`config.mk`:
```
export PLATFORM = sky130hd
export DESIGN_NAME = simd_addsub_pipe_flat
export DESIGN_NICKNAME = d
export VERILOG_FILES = /design/src/rtl/simd_pkg.sv /design/src/rtl/simd_addsub_pipe_if.sv /design/src/rtl/simd_slice_addsub.sv /design/src/rtl/simd_addsub_pipe.sv /design/src/flat_wrapper.sv
export SDC_FILE = /design/constraint.sdc
export NUM_CORES = 1
export LEC_CHECK = 0
export ABC_AREA = 1
export CORE_ASPECT_RATIO = 1.25
export CORE_MARGIN = 8
export CORE_UTILIZATION = 55
export CTS_CLUSTER_DIAMETER = 120
export DETAILED_ROUTE_END_ITERATION = 7
export PLACE_DENSITY = 0.82
export SKIP_LAST_GASP = 1
export SLEW_MARGIN = 30
export SYNTH_ARGS = -nofsm -noshare
export SYNTH_HDL_FRONTEND = slang
export SYNTH_SLANG_ARGS = --single-unit
```
`constraint.sdc`:
```
create_clock -name clk -period 15.09 [get_ports clk]
set_input_delay 1.509 -clock clk [delete_from_list [all_inputs] [get_ports clk]]
set_output_delay 1.509 -clock clk [all_outputs]
set_load 0.01 [all_outputs]
```
`src/rtl/simd_pkg.sv`:
```
// ============================================================================
// Module      : simd_pkg
// Description : Shared types, constants and lane-geometry helpers for the
//               SIMD add/subtract pipeline.
// Revision    : 1.0 - initial release
// ============================================================================
`default_nettype none

package simd_pkg;

    localparam int DEF_MIN_LANE_W = 8;

    typedef enum logic [1:0] {
        LANE_X1 = 2'b00,
        LANE_X2 = 2'b01,
        LANE_X4 = 2'b10
    } lane_mode_e;

    typedef struct packed {
        lane_mode_e lane_mode;
        logic       sub;
        logic       is_signed;
        logic       sat;
    } simd_ctrl_t;

    // Encoding 11 is folded onto the widest lane.
    function automatic lane_mode_e norm_mode(logic [1:0] m);
        return (m == 2'b11) ? LANE_X4 : lane_mode_e'(m);
    endfunction

    function automatic logic slice_is_start(int i, lane_mode_e m);
        return ((i & ((1 << int'(m)) - 1)) == 0);
    endfunction

    function automatic logic slice_is_top(int i, lane_mode_e m);
        return ((i & ((1 << int'(m)) - 1)) == ((1 << int'(m)) - 1));
    endfunction

endpackage

`default_nettype wire

```
`src/rtl/simd_addsub_pipe_if.sv`:
```
// ============================================================================
// Module      : simd_addsub_pipe_if
// Description : Operand/result handshake bundle of the SIMD add/sub unit.
// Revision    : 1.0 - initial release
// ============================================================================
`default_nettype none

interface simd_addsub_pipe_if #(
    parameter int DATA_W     = 32,
    parameter int MIN_LANE_W = 8
);
    localparam int NSLICE = DATA_W / MIN_LANE_W;

    logic              in_valid;
    logic              in_ready;
    logic [DATA_W-1:0] in_a;
    logic [DATA_W-1:0] in_b;
    logic [1:0]        in_lane_mode;
    logic              in_sub;
    logic              in_signed;
    logic              in_sat;
    logic              out_valid;
    logic              out_ready;
    logic [DATA_W-1:0] out_data;
    logic [NSLICE-1:0] out_ovf;

    modport master (
        output in_valid, in_a, in_b, in_lane_mode, in_sub, in_signed, in_sat, out_ready,
        input  in_ready, out_valid, out_data, out_ovf
    );

    modport slave (
        input  in_valid, in_a, in_b, in_lane_mode, in_sub, in_signed, in_sat, out_ready,
        output in_ready, out_valid, out_data, out_ovf
    );

endinterface

`default_nettype wire

```
`src/rtl/simd_slice_addsub.sv`:
```
// ============================================================================
// Module      : simd_slice_addsub
// Description : One minimum-width slice of the SIMD adder: carry-chain link
//               with lane-start carry injection and MSB signed overflow.
// Revision    : 1.0 - initial release
// ============================================================================
`default_nettype none

module simd_slice_addsub #(
    parameter int W = 8
) (
    input  wire logic [W-1:0] a,
    input  wire logic [W-1:0] b,
    input  wire logic         sub,
    input  wire logic         cin,
    input  wire logic         is_lane_start,
    output logic      [W-1:0] sum,
    output logic              cout,
    output logic              sovf
);

    logic [W-1:0] w_bx;
    logic         w_cin;

    assign w_bx  = b ^ {W{sub}};
    assign w_cin = is_lane_start ? sub : cin;

    assign {cout, sum} = {1'b0, a} + {1'b0, w_bx} + {{W{1'b0}}, w_cin};

    // Only meaningful when this slice is the top of its lane.
    assign sovf = (a[W-1] == w_bx[W-1]) && (sum[W-1] != a[W-1]);

endmodule

`default_nettype wire

```
`src/rtl/simd_addsub_pipe.sv`:
```
// ============================================================================
// Module      : simd_addsub_pipe
// Description : Two-stage SIMD add/sub with per-transaction lane width,
//               per-lane overflow and optional saturation (SIMD_SAT_EN).
// Revision    : 1.0 - initial release
// ============================================================================
`default_nettype none

module simd_addsub_pipe
    import simd_pkg::*;
#(
    parameter int DATA_W     = 32,
    parameter int MIN_LANE_W = DEF_MIN_LANE_W
) (
    input wire logic          clk,
    input wire logic          rst_n,
    simd_addsub_pipe_if.slave bus
);

    localparam int NSLICE = DATA_W / MIN_LANE_W;

    if (DATA_W % (4 * MIN_LANE_W) != 0) begin : g_bad_cfg
        $error("simd_addsub_pipe: DATA_W must be a multiple of 4*MIN_LANE_W");
    end

    logic              r_s1_valid;
    logic [DATA_W-1:0] r_s1_a;
    logic [DATA_W-1:0] r_s1_b;
    simd_ctrl_t        r_s1_ctrl;
    logic              r_s2_valid;
    logic [DATA_W-1:0] r_s2_data;
    logic [NSLICE-1:0] r_s2_ovf;

    logic              w_s1_adv;
    logic              w_s2_adv;
    logic [DATA_W-1:0] w_sum;
    logic [DATA_W-1:0] w_res;
    logic [NSLICE-1:0] w_cout;
    logic [NSLICE-1:0] w_cin;
    logic [NSLICE-1:0] w_sovf;
    logic [NSLICE-1:0] w_ovf;

    assign w_s2_adv     = !r_s2_valid || bus.out_ready;
    assign w_s1_adv     = !r_s1_valid || w_s2_adv;
    assign bus.in_ready = w_s1_adv && rst_n;

    assign bus.out_valid = r_s2_valid;
    assign bus.out_data  = r_s2_data;
    assign bus.out_ovf   = r_s2_ovf;

    always_ff @(posedge clk or negedge rst_n) begin
        if (!rst_n) begin
            r_s1_valid <= 1'b0;
            r_s1_a     <= '0;
            r_s1_b     <= '0;
            r_s1_ctrl  <= '0;
            r_s2_valid <= 1'b0;
            r_s2_data  <= '0;
            r_s2_ovf   <= '0;
        end else begin
            if (w_s1_adv) begin
                r_s1_valid <= bus.in_valid;
                if (bus.in_valid) begin
                    r_s1_a              <= bus.in_a;
                    r_s1_b              <= bus.in_b;
                    r_s1_ctrl.lane_mode <= norm_mode(bus.in_lane_mode);
                    r_s1_ctrl.sub       <= bus.in_sub;
                    r_s1_ctrl.is_signed <= bus.in_signed;
`ifdef SIMD_SAT_EN
                    r_s1_ctrl.sat       <= bus.in_sat;
`else
                    r_s1_ctrl.sat       <= 1'b0;
`endif
                end
            end
            if (w_s2_adv) begin
                r_s2_valid <= r_s1_valid;
                if (r_s1_valid) begin
                    r_s2_data <= w_res;
                    r_s2_ovf  <= w_ovf;
                end
            end
        end
    end

    // Slice i takes the carry from slice i-1 unless it begins a lane.
    assign w_cin = {w_cout[NSLICE-2:0], 1'b0};

    for (genvar gi = 0; gi < NSLICE; gi++) begin : g_slice
        simd_slice_addsub #(
            .W (MIN_LANE_W)
        ) u_slice (
            .a             (r_s1_a[gi*MIN_LANE_W +: MIN_LANE_W]),
            .b             (r_s1_b[gi*MIN_LANE_W +: MIN_LANE_W]),
            .sub           (r_s1_ctrl.sub),
            .cin           (w_cin[gi]),
            .is_lane_start (slice_is_start(gi, r_s1_ctrl.lane_mode)),
            .sum           (w_sum[gi*MIN_LANE_W +: MIN_LANE_W]),
            .cout          (w_cout[gi]),
            .sovf          (w_sovf[gi])
        );
    end

    always_comb begin
        w_ovf = '0;
        for (int i = 0; i < NSLICE; i++) begin
            w_ovf[i] = slice_is_top(i, r_s1_ctrl.lane_mode) &&
                       (r_s1_ctrl.is_signed ? w_sovf[i] : (w_cout[i] ^ r_s1_ctrl.sub));
        end
    end

`ifdef SIMD_SAT_EN
    always_comb begin
        int                    t;
        logic                  fill;
        logic [MIN_LANE_W-1:0] slc;
        w_res = w_sum;
        t     = 0;
        fill  = 1'b0;
        slc   = '0;
        for (int i = 0; i < NSLICE; i++) begin
            t = i | ((1 << int'(r_s1_ctrl.lane_mode)) - 1);
            if (r_s1_ctrl.sat && w_ovf[t]) begin
                // Signed: A's sign picks the rail; unsigned: add clamps high, sub low.
                fill = r_s1_ctrl.is_signed ? ~r_s1_a[t*MIN_LANE_W + MIN_LANE_W - 1]
                                           : ~r_s1_ctrl.sub;
                slc  = {MIN_LANE_W{fill}};
                if (r_s1_ctrl.is_signed && (i == t)) begin
                    slc[MIN_LANE_W-1] = ~fill;
                end
                w_res[i*MIN_LANE_W +: MIN_LANE_W] = slc;
            end
        end
    end
`else
    logic w_unused_sat;
    assign w_unused_sat = r_s1_ctrl.sat;
    assign w_res        = w_sum;
`endif

endmodule

`default_nettype wire

```
`src/flat_wrapper.sv`:
```
// flat-port wrapper written by rule: the top's interface ports become plain ports
module simd_addsub_pipe_flat import simd_pkg::*;
#(
    parameter int DATA_W     = 32,
    parameter int MIN_LANE_W = DEF_MIN_LANE_W
)
  (clk, rst_n, bus_in_valid, bus_in_a, bus_in_b, bus_in_lane_mode, bus_in_sub, bus_in_signed, bus_in_sat, bus_out_ready, bus_in_ready, bus_out_valid, bus_out_data, bus_out_ovf);
  simd_addsub_pipe_if #(.DATA_W(DATA_W), .MIN_LANE_W(MIN_LANE_W)) bus_i ();
  input wire logic clk;
  input wire logic rst_n;
  input wire logic [$bits(bus_i.in_valid)-1:0] bus_in_valid;
  input wire logic [$bits(bus_i.in_a)-1:0] bus_in_a;
  input wire logic [$bits(bus_i.in_b)-1:0] bus_in_b;
  input wire logic [$bits(bus_i.in_lane_mode)-1:0] bus_in_lane_mode;
  input wire logic [$bits(bus_i.in_sub)-1:0] bus_in_sub;
  input wire logic [$bits(bus_i.in_signed)-1:0] bus_in_signed;
  input wire logic [$bits(bus_i.in_sat)-1:0] bus_in_sat;
  input wire logic [$bits(bus_i.out_ready)-1:0] bus_out_ready;
  output wire logic [$bits(bus_i.in_ready)-1:0] bus_in_ready;
  output wire logic [$bits(bus_i.out_valid)-1:0] bus_out_valid;
  output wire logic [$bits(bus_i.out_data)-1:0] bus_out_data;
  output wire logic [$bits(bus_i.out_ovf)-1:0] bus_out_ovf;
  assign bus_i.in_valid = bus_in_valid;
  assign bus_i.in_a = bus_in_a;
  assign bus_i.in_b = bus_in_b;
  assign bus_i.in_lane_mode = bus_in_lane_mode;
  assign bus_i.in_sub = bus_in_sub;
  assign bus_i.in_signed = bus_in_signed;
  assign bus_i.in_sat = bus_in_sat;
  assign bus_i.out_ready = bus_out_ready;
  assign bus_in_ready = bus_i.in_ready;
  assign bus_out_valid = bus_i.out_valid;
  assign bus_out_data = bus_i.out_data;
  assign bus_out_ovf = bus_i.out_ovf;
  simd_addsub_pipe #(.DATA_W(DATA_W), .MIN_LANE_W(MIN_LANE_W)) u_core (.clk(clk), .rst_n(rst_n), .bus(bus_i));
endmodule
```
==> results.yml, run 1 <==
outcome:
  status: "complete, no violations"
clock_tree:
  cts.sinks: 106
  cts_tree: "done"
  cts_hold_buffers: 0
  h-tree-depth: 3
  cts_inserted_buffers: 9
  clk_latency_ps: 360
  clkSlewWorstSetupHoldPaths_ps: 70
  cts_buffer_depth: 2
  root_buffer: "clkbuf_16"
  cts_setup_buffers: 0
  cts_resized: 0
finish:
  post-route-util_pct: 69.65
  area_delta_synth_final_pct: 24.78
  nets: 936
  n_fill_cell: 835
  multi_input_area_sq_um: 2819
  antenna_cells: 0
  drive_above_1_share_pct: 3.846
  regArea_sq_um: 2654
timing:
  min_period_over_period_pct: 44.62
  setup_tns_ps: 0
  setup_viol: 0
  finalCriticalPeriod_ps: 6734
  slew_headroom_pct: 42.93
  worst_pin_slew_ps: 856.0
  report.final.slew_viol_count: 0
  fmax_ghz: 0.1485
  hold_viol: 0
  fin_worst_skew_ps: 8.248
  rsz0062_at_grt: "no"
power_and_ir_drop:
  leakage_nw: 3.781
  p_switching_mw: 0.4307
  irDropWorstVdd_mv: 0.07553
  swShare_pct: 37.48
  p_clk_share_pct: 20.6
  combPwrFrac_pct: 44.2
  power-per-cell-area_nw_per_um2: 157.8
  finalPower_mw: 1.149
  p_int_mw: 0.7183
  seq_power_share_pct: 35.2
worst_setup_path:
  slowest_delay_ps: 480
  r2r_cells: 34
  crit_path_end_kind: "register"
  critPathKind: "register to register"
  cp_slowest_cell: "buf_4"
  r2r_slack_ps: 8360
  worstPathArrival_ps: 6980
  required_ps: 15340
  worstReg2RegStart: "u_core.r_s1_ctrl[2]"
  critical_path_peak_fanout: 36
  timing.rr.end: "u_core.bus.out_ovf[3]"
  start_kind: "register"
  crit_top_cell: "nand2_1"
floorplanning:
  die_h_um: 131.2
  start_util_pct: 55.81
  design.die.area_sq_um: 14190
  placementRows: 42
  ioPinCount: 111
  dieWidth_um: 108.1
  core_sq_um: 10460
grt:
  gr-total-overflow: 0
  grt_start_max_net_pins: 68
  antenna_found_initial: 0
  grt_pass1_vias: 4925
  grt_usage_pct: 20.29
  grt_pass1_wl_um: 23200
job:
  cap_viol_max_count: 0
synthesis:
  synth_cell_types: 29
  synth-warning-count: 0
  ys_seq_area_share_pct: 45.44
  synth_nets: 837
  synthesis.area_sq_um: 5837
  syn_inst: 728
  syn_area_per_cell_sq_um: 8.018
  synth_seq_cells: 106
route:
  vias_per_cell: 5.159
  wl_per_cell_um: 14.41
  via_count: 4973
  dr.pass1.iters: 5
  postRouteAntennaNets: 0
  first_iter_violations: 236
  drc: 0
  wl_um: 13890
place:
  place.gp.congestion: 0.9095
  port_buffers: 109
  dp_hpwl_um: 10290
min_path:
  holdPathStages: 2
  hold_end: "u_core.bus.out_data[13]"
  hp-start: "u_core.bus.out_data[13]"
  min_path_type: "register to register"
cells in the mapped netlist, drive strengths merged:
| master | number | area, sq um |
|---|---|---|
| ha | 29 | 362.9 |
| o21bai | 4 | 30.03 |
| nor2 | 21 | 78.83 |
| a22o | 1 | 8.760 |
| fa | 7 | 140.1 |
| or2 | 2 | 12.51 |
| and3 | 1 | 6.260 |
| nand2 | 324 | 1229 |
| nor3 | 5 | 25.02 |
| nand3 | 23 | 120.1 |
| clkinv | 1 | 3.750 |
| a21o | 4 | 30.03 |
| clkbuf | 4 | 15.01 |
| a21oi | 15 | 75.07 |
| nand3b | 8 | 60.06 |
| dfrtp | 106 | 2653 |
| o21ai | 44 | 220.2 |
| inv | 60 | 227.7 |
| a31oi | 2 | 12.51 |
| buf | 21 | 123.9 |
| xnor2 | 10 | 87.58 |
| xor2 | 36 | 315.3 |
kinds of logic (layout without fill, tap and decap cells):
kind of cell | Yosys count | after routing | synth area share (%)
AND/OR/NAND/NOR | 384 | 384 | 26.24
flip-flops | 106 | 106 | 45.44
buffers and inverters | 86 | 190 | 6.345
AO/OA/AOI/OAI | 70 | 70 | 6.452
XOR/XNOR | 46 | 46 | 6.902
adder cells (fa/ha/maj) | 36 | 36 | 8.617
power groups by stage:
| stage | clock (mW) | combinational (mW) | sequential (mW) |
|---|---|---|---|
| final | 0.236 | 0.508 | 0.404 |
| after floorplan | 0 | 0.293 | 0.421 |
| after detailed placement | 0 | 0.508 | 0.408 |
| after global placement | 0 | 0.496 | 0.406 |
| after global routing | 0.250 | 0.569 | 0.412 |
| after CTS | 0.240 | 0.512 | 0.404 |
critical path: cells and delay by family (launching register included):
family | cells | cell delay [ps]
compound gates | 3 | 380
fa+ha+maj | 7 | 2970
buf+inv | 3 | 680
flops | 1 | 340
simple gates | 21 | 2230
how the worst max path moves through the flow:
stage,slack [ps],end,from,cells past startpoint
2_1_floorplan,9380,u_core.bus.out_ovf[3],u_core.r_s1_ctrl[2],33
3_3_place_gp,8510,u_core.bus.out_ovf[3],u_core.r_s1_ctrl[2],34
3_5_place_dp,8410,u_core.bus.out_ovf[3],u_core.r_s1_ctrl[2],34
4_1_cts,8380,u_core.bus.out_ovf[3],u_core.r_s1_ctrl[2],34
5_1_grt,7920,u_core.bus.out_ovf[3],u_core.r_s1_ctrl[2],34
6_report,8360,u_core.bus.out_ovf[3],u_core.r_s1_ctrl[2],34
cell type report:
type / count / share of cell area, %
inverter: 61 / 3.178
multi-input combinational: 536 / 38.70
tap: 132 / 2.268
clock buffer: 10 / 3.144
timing repair buffer: 113 / 15.36
clock inverter: 6 / 0.9105
sequential: 106 / 36.44
metal layers:
metal  vias up  track usage (%)  routed length [um]
li1       2468                -                   -
met1      2315            27.67                6302
met2       162            30.76                6491
met3        28            3.278                 747
met4         0            9.203                 351
met5         -                0                   0
cells in the final DEF (no fill, tap or decap), types with 2 or more instances in the layout:
cell type,count
dfrtp_1,105
inv_2,4
xnor2_1,10
o21ai_1,6
clkbuf_16,9
clkinvlp_4,3
a31oi_1,2
o21ai_0,38
a21o_1,4
buf_4,5
nand3_1,22
fa_1,7
o21bai_1,4
a21oi_1,15
nand3b_1,8
or2_1,2
nor2_1,21
clkdlybuf4s50_1,108
nor3_1,5
ha_1,29
xor2_1,36
inv_1,55
nand2_2,4
nand2_1,319
per-stage QoR:
step	std cells	hold slack (ps)	setup WS, ps	instance area, sq um
5_1_grt	964	504.4	7916	7283
4_1_cts	964	488.4	8378	7283
2_1_floorplan	728	455.3	9384	5837
3_3_place_gp	948	464.2	8510	6983
3_5_place_dp	948	469.7	8410	6988
6_report	964	486.5	8356	7283
registers in the layout, summed over array words and instances, names as in the netlist:
signal / flops
u_core.bus.out_data: 32
u_core.r_s1_a: 32
u_core.r_s1_b: 32
u_core.bus.out_ovf: 4
u_core.r_s1_ctrl: 4
u_core.bus.out_valid: 1
u_core.r_s1_valid: 1
Power figures use the tool's default switching activity.
==> run 2, diff against run 1 <==
Settings changed: CORE_UTILIZATION 55 to 48, PLACE_DENSITY 0.82 to 0.76.
Clock period 15.09 ns to 5.7 ns, I/O delays scaled along.
==> results.yml, run 2 (synthesis gave the netlist of run 1 again) <==
grt:
  grt_usage_pct: 19.22
  grt_pass1_vias: 5018
  grt_use_met1_pct: 26.01
  grt_busiest_layer: "met2"
  grt_start_max_net_pins: 63
  gr-total-overflow: 0
  use_met3_pct: 2.987
  grt_pass1_wl_um: 24470
  gr-usage-met2_pct: 31.18
  antenna_found_initial: 0
outcome:
  status: "complete, no violations"
finish:
  antenna_cells: 0
  post-route-util_pct: 63.62
  nets: 967
  final_cell_mix: "nand2_1, clkdlybuf4s50_1, dfrtp_1"
  layout_commonest_cell: "nand2_1"
  multi_input_area_sq_um: 2890
  drive_above_1_share_pct: 9.745
  regArea_sq_um: 2654
  n_fill_cell: 1061
  finalNonFillerCells: 1026
  area_delta_synth_final_pct: 30.72
route:
  dr.pass1.iters: 4
  vias_per_cell: 4.845
  via_count: 4971
  wl_um: 14860
  drc: 0
  first_iter_violations: 229
  postRouteAntennaNets: 0
  wl_per_cell_um: 14.48
floorplanning:
  dieWidth_um: 114.6
  die_h_um: 139.3
  start_util_pct: 48.67
  design.die.area_sq_um: 15970
  placementRows: 45
  ioPinCount: 111
  core_sq_um: 11990
worst_setup_path:
  critPathKind: "register to register"
  r2r_slack_ps: 110
  worstReg2RegStart: "u_core.r_s1_ctrl[2]"
  start_kind: "register"
  timing.rr.end: "u_core.bus.out_ovf[3]"
  slowest_delay_ps: 480
  cp_slowest_cell: "dfrtp_2"
  critical_path_peak_fanout: 7
  crit_path_end_kind: "register"
  r2r_cells: 31
  required_ps: 5930
  worstPathArrival_ps: 5820
power_and_ir_drop:
  power-per-cell-area_nw_per_um2: 419.9
  irDropWorstVdd_mv: 0.1800
  leakage_nw: 3.951
min_path:
  min_path_type: "input pin to asynchronous set/reset pin"
place:
  dp_cells: 1007
  port_buffers: 109
  place.gp.congestion: 0.8775
  dp_hpwl_um: 11360
clock_tree:
  cts_tree: "done"
  cts_buffer_depth: 2
  cts_hold_buffers: 0
  clk_latency_ps: 340
  clkSlewWorstSetupHoldPaths_ps: 70
  root_buffer: "clkbuf_16"
  cts.sinks: 106
  cts_inserted_buffers: 9
  h-tree-depth: 3
timing:
  hold_viol: 0
  worst_pin_slew_ps: 799.8
  min_period_over_period_pct: 98.06
  setup_viol: 0
  slew_headroom_pct: 46.68
  fmax_ghz: 0.1789
  rsz0062_at_grt: "yes"
  finalCriticalPeriod_ps: 5589
  fin_worst_skew_ps: 7.429
  report.final.slew_viol_count: 0
job:
  cap_viol_max_count: 0
[run 2: changes by cell type in the layout (fill, tap and decap cells not counted), sizes merged]
cell / before / now
bufinv: 1 / 0
clkinvlp: 3 / 0
inv: 61 / 60
clkbuf: 10 / 13
buf: 5 / 36
clkinv: 2 / 3
[run 2: final cells by class]
class                           count  area share (%)
Sequential cell                   106           34.78
Tap cell                          164           2.689
Inverter                           61           3.034
Clock buffer                       13           3.673
Timing Repair Buffer              144           17.81
Clock inverter                      2          0.1312
Multi-Input combinational cell    536           37.88
[run 2: critical path, delay by kind of cell, from the launching register on]
family                     cells  cell delay [ps]
and+or+nand+nor               18             1830
AOI/OAI and AO/OA              3              200
buffers and inverters          2              190
adders and majority gates      7             2610
DFF                            1              480
xor gates and xnor gates       1              150
[run 2: power by group]
part	internal, mW	switching [mW]
clock network	0.341	0.264
logic	0.726	0.800
registers	0.946	0.127
[run 2: per-stage QoR]
| stage | cell area (sq um) | TNS (ps) | hold slack [ps] | power (mW) | setup WS, ps |
|---|---|---|---|---|---|
| floorplan | 5839 | 0 | 274.4 | 1.890 | 39.54 |
| global placement | 7228 | -89.98 | 464.5 | 2.514 | -86.57 |
| detailed placement | 7228 | -475.8 | 470.5 | 2.551 | -236.0 |
| CTS | 7530 | 0 | 340.7 | 3.167 | 11.93 |
| global route | 7630 | -359.5 | 382.7 | 3.448 | -170.2 |
| finish | 7630 | 0 | 308.2 | 3.204 | 110.8 |
[run 2: per-layer routing]
layer / part of all wire [%] / wire [um]
met2: 47 / 7028
met5: 0 / 0
met3: 4.3 / 636
met4: 0.97 / 144
met1: 47 / 7052
[run 2: what timing repair did]
item	4_1_cts	5_1_grt
cloned	0	0
endpoints found under the setup margin	5	6
setup buffers	0	4
gates resized for setup	5	24
pin swaps	0	8
[run 2: worst max path at each step]
| stage | cells past startpoint | slack, ps | startpoint | end |
|---|---|---|---|---|
| final | 31 | 110 | u_core.r_s1_ctrl[2] | u_core.bus.out_ovf[3] |
| after global routing | 31 | -170 | u_core.r_s1_ctrl[2] | u_core.bus.out_ovf[3] |
| after global placement | 34 | -90 | u_core.r_s1_ctrl[2] | u_core.bus.out_ovf[3] |
| after floorplan | 33 | 40 | u_core.r_s1_ctrl[2] | u_core.bus.out_ovf[3] |
| after CTS | 34 | 10 | u_core.r_s1_ctrl[2] | u_core.bus.out_ovf[3] |
| after detailed placement | 34 | -240 | u_core.r_s1_ctrl[2] | u_core.bus.out_ovf[3] |
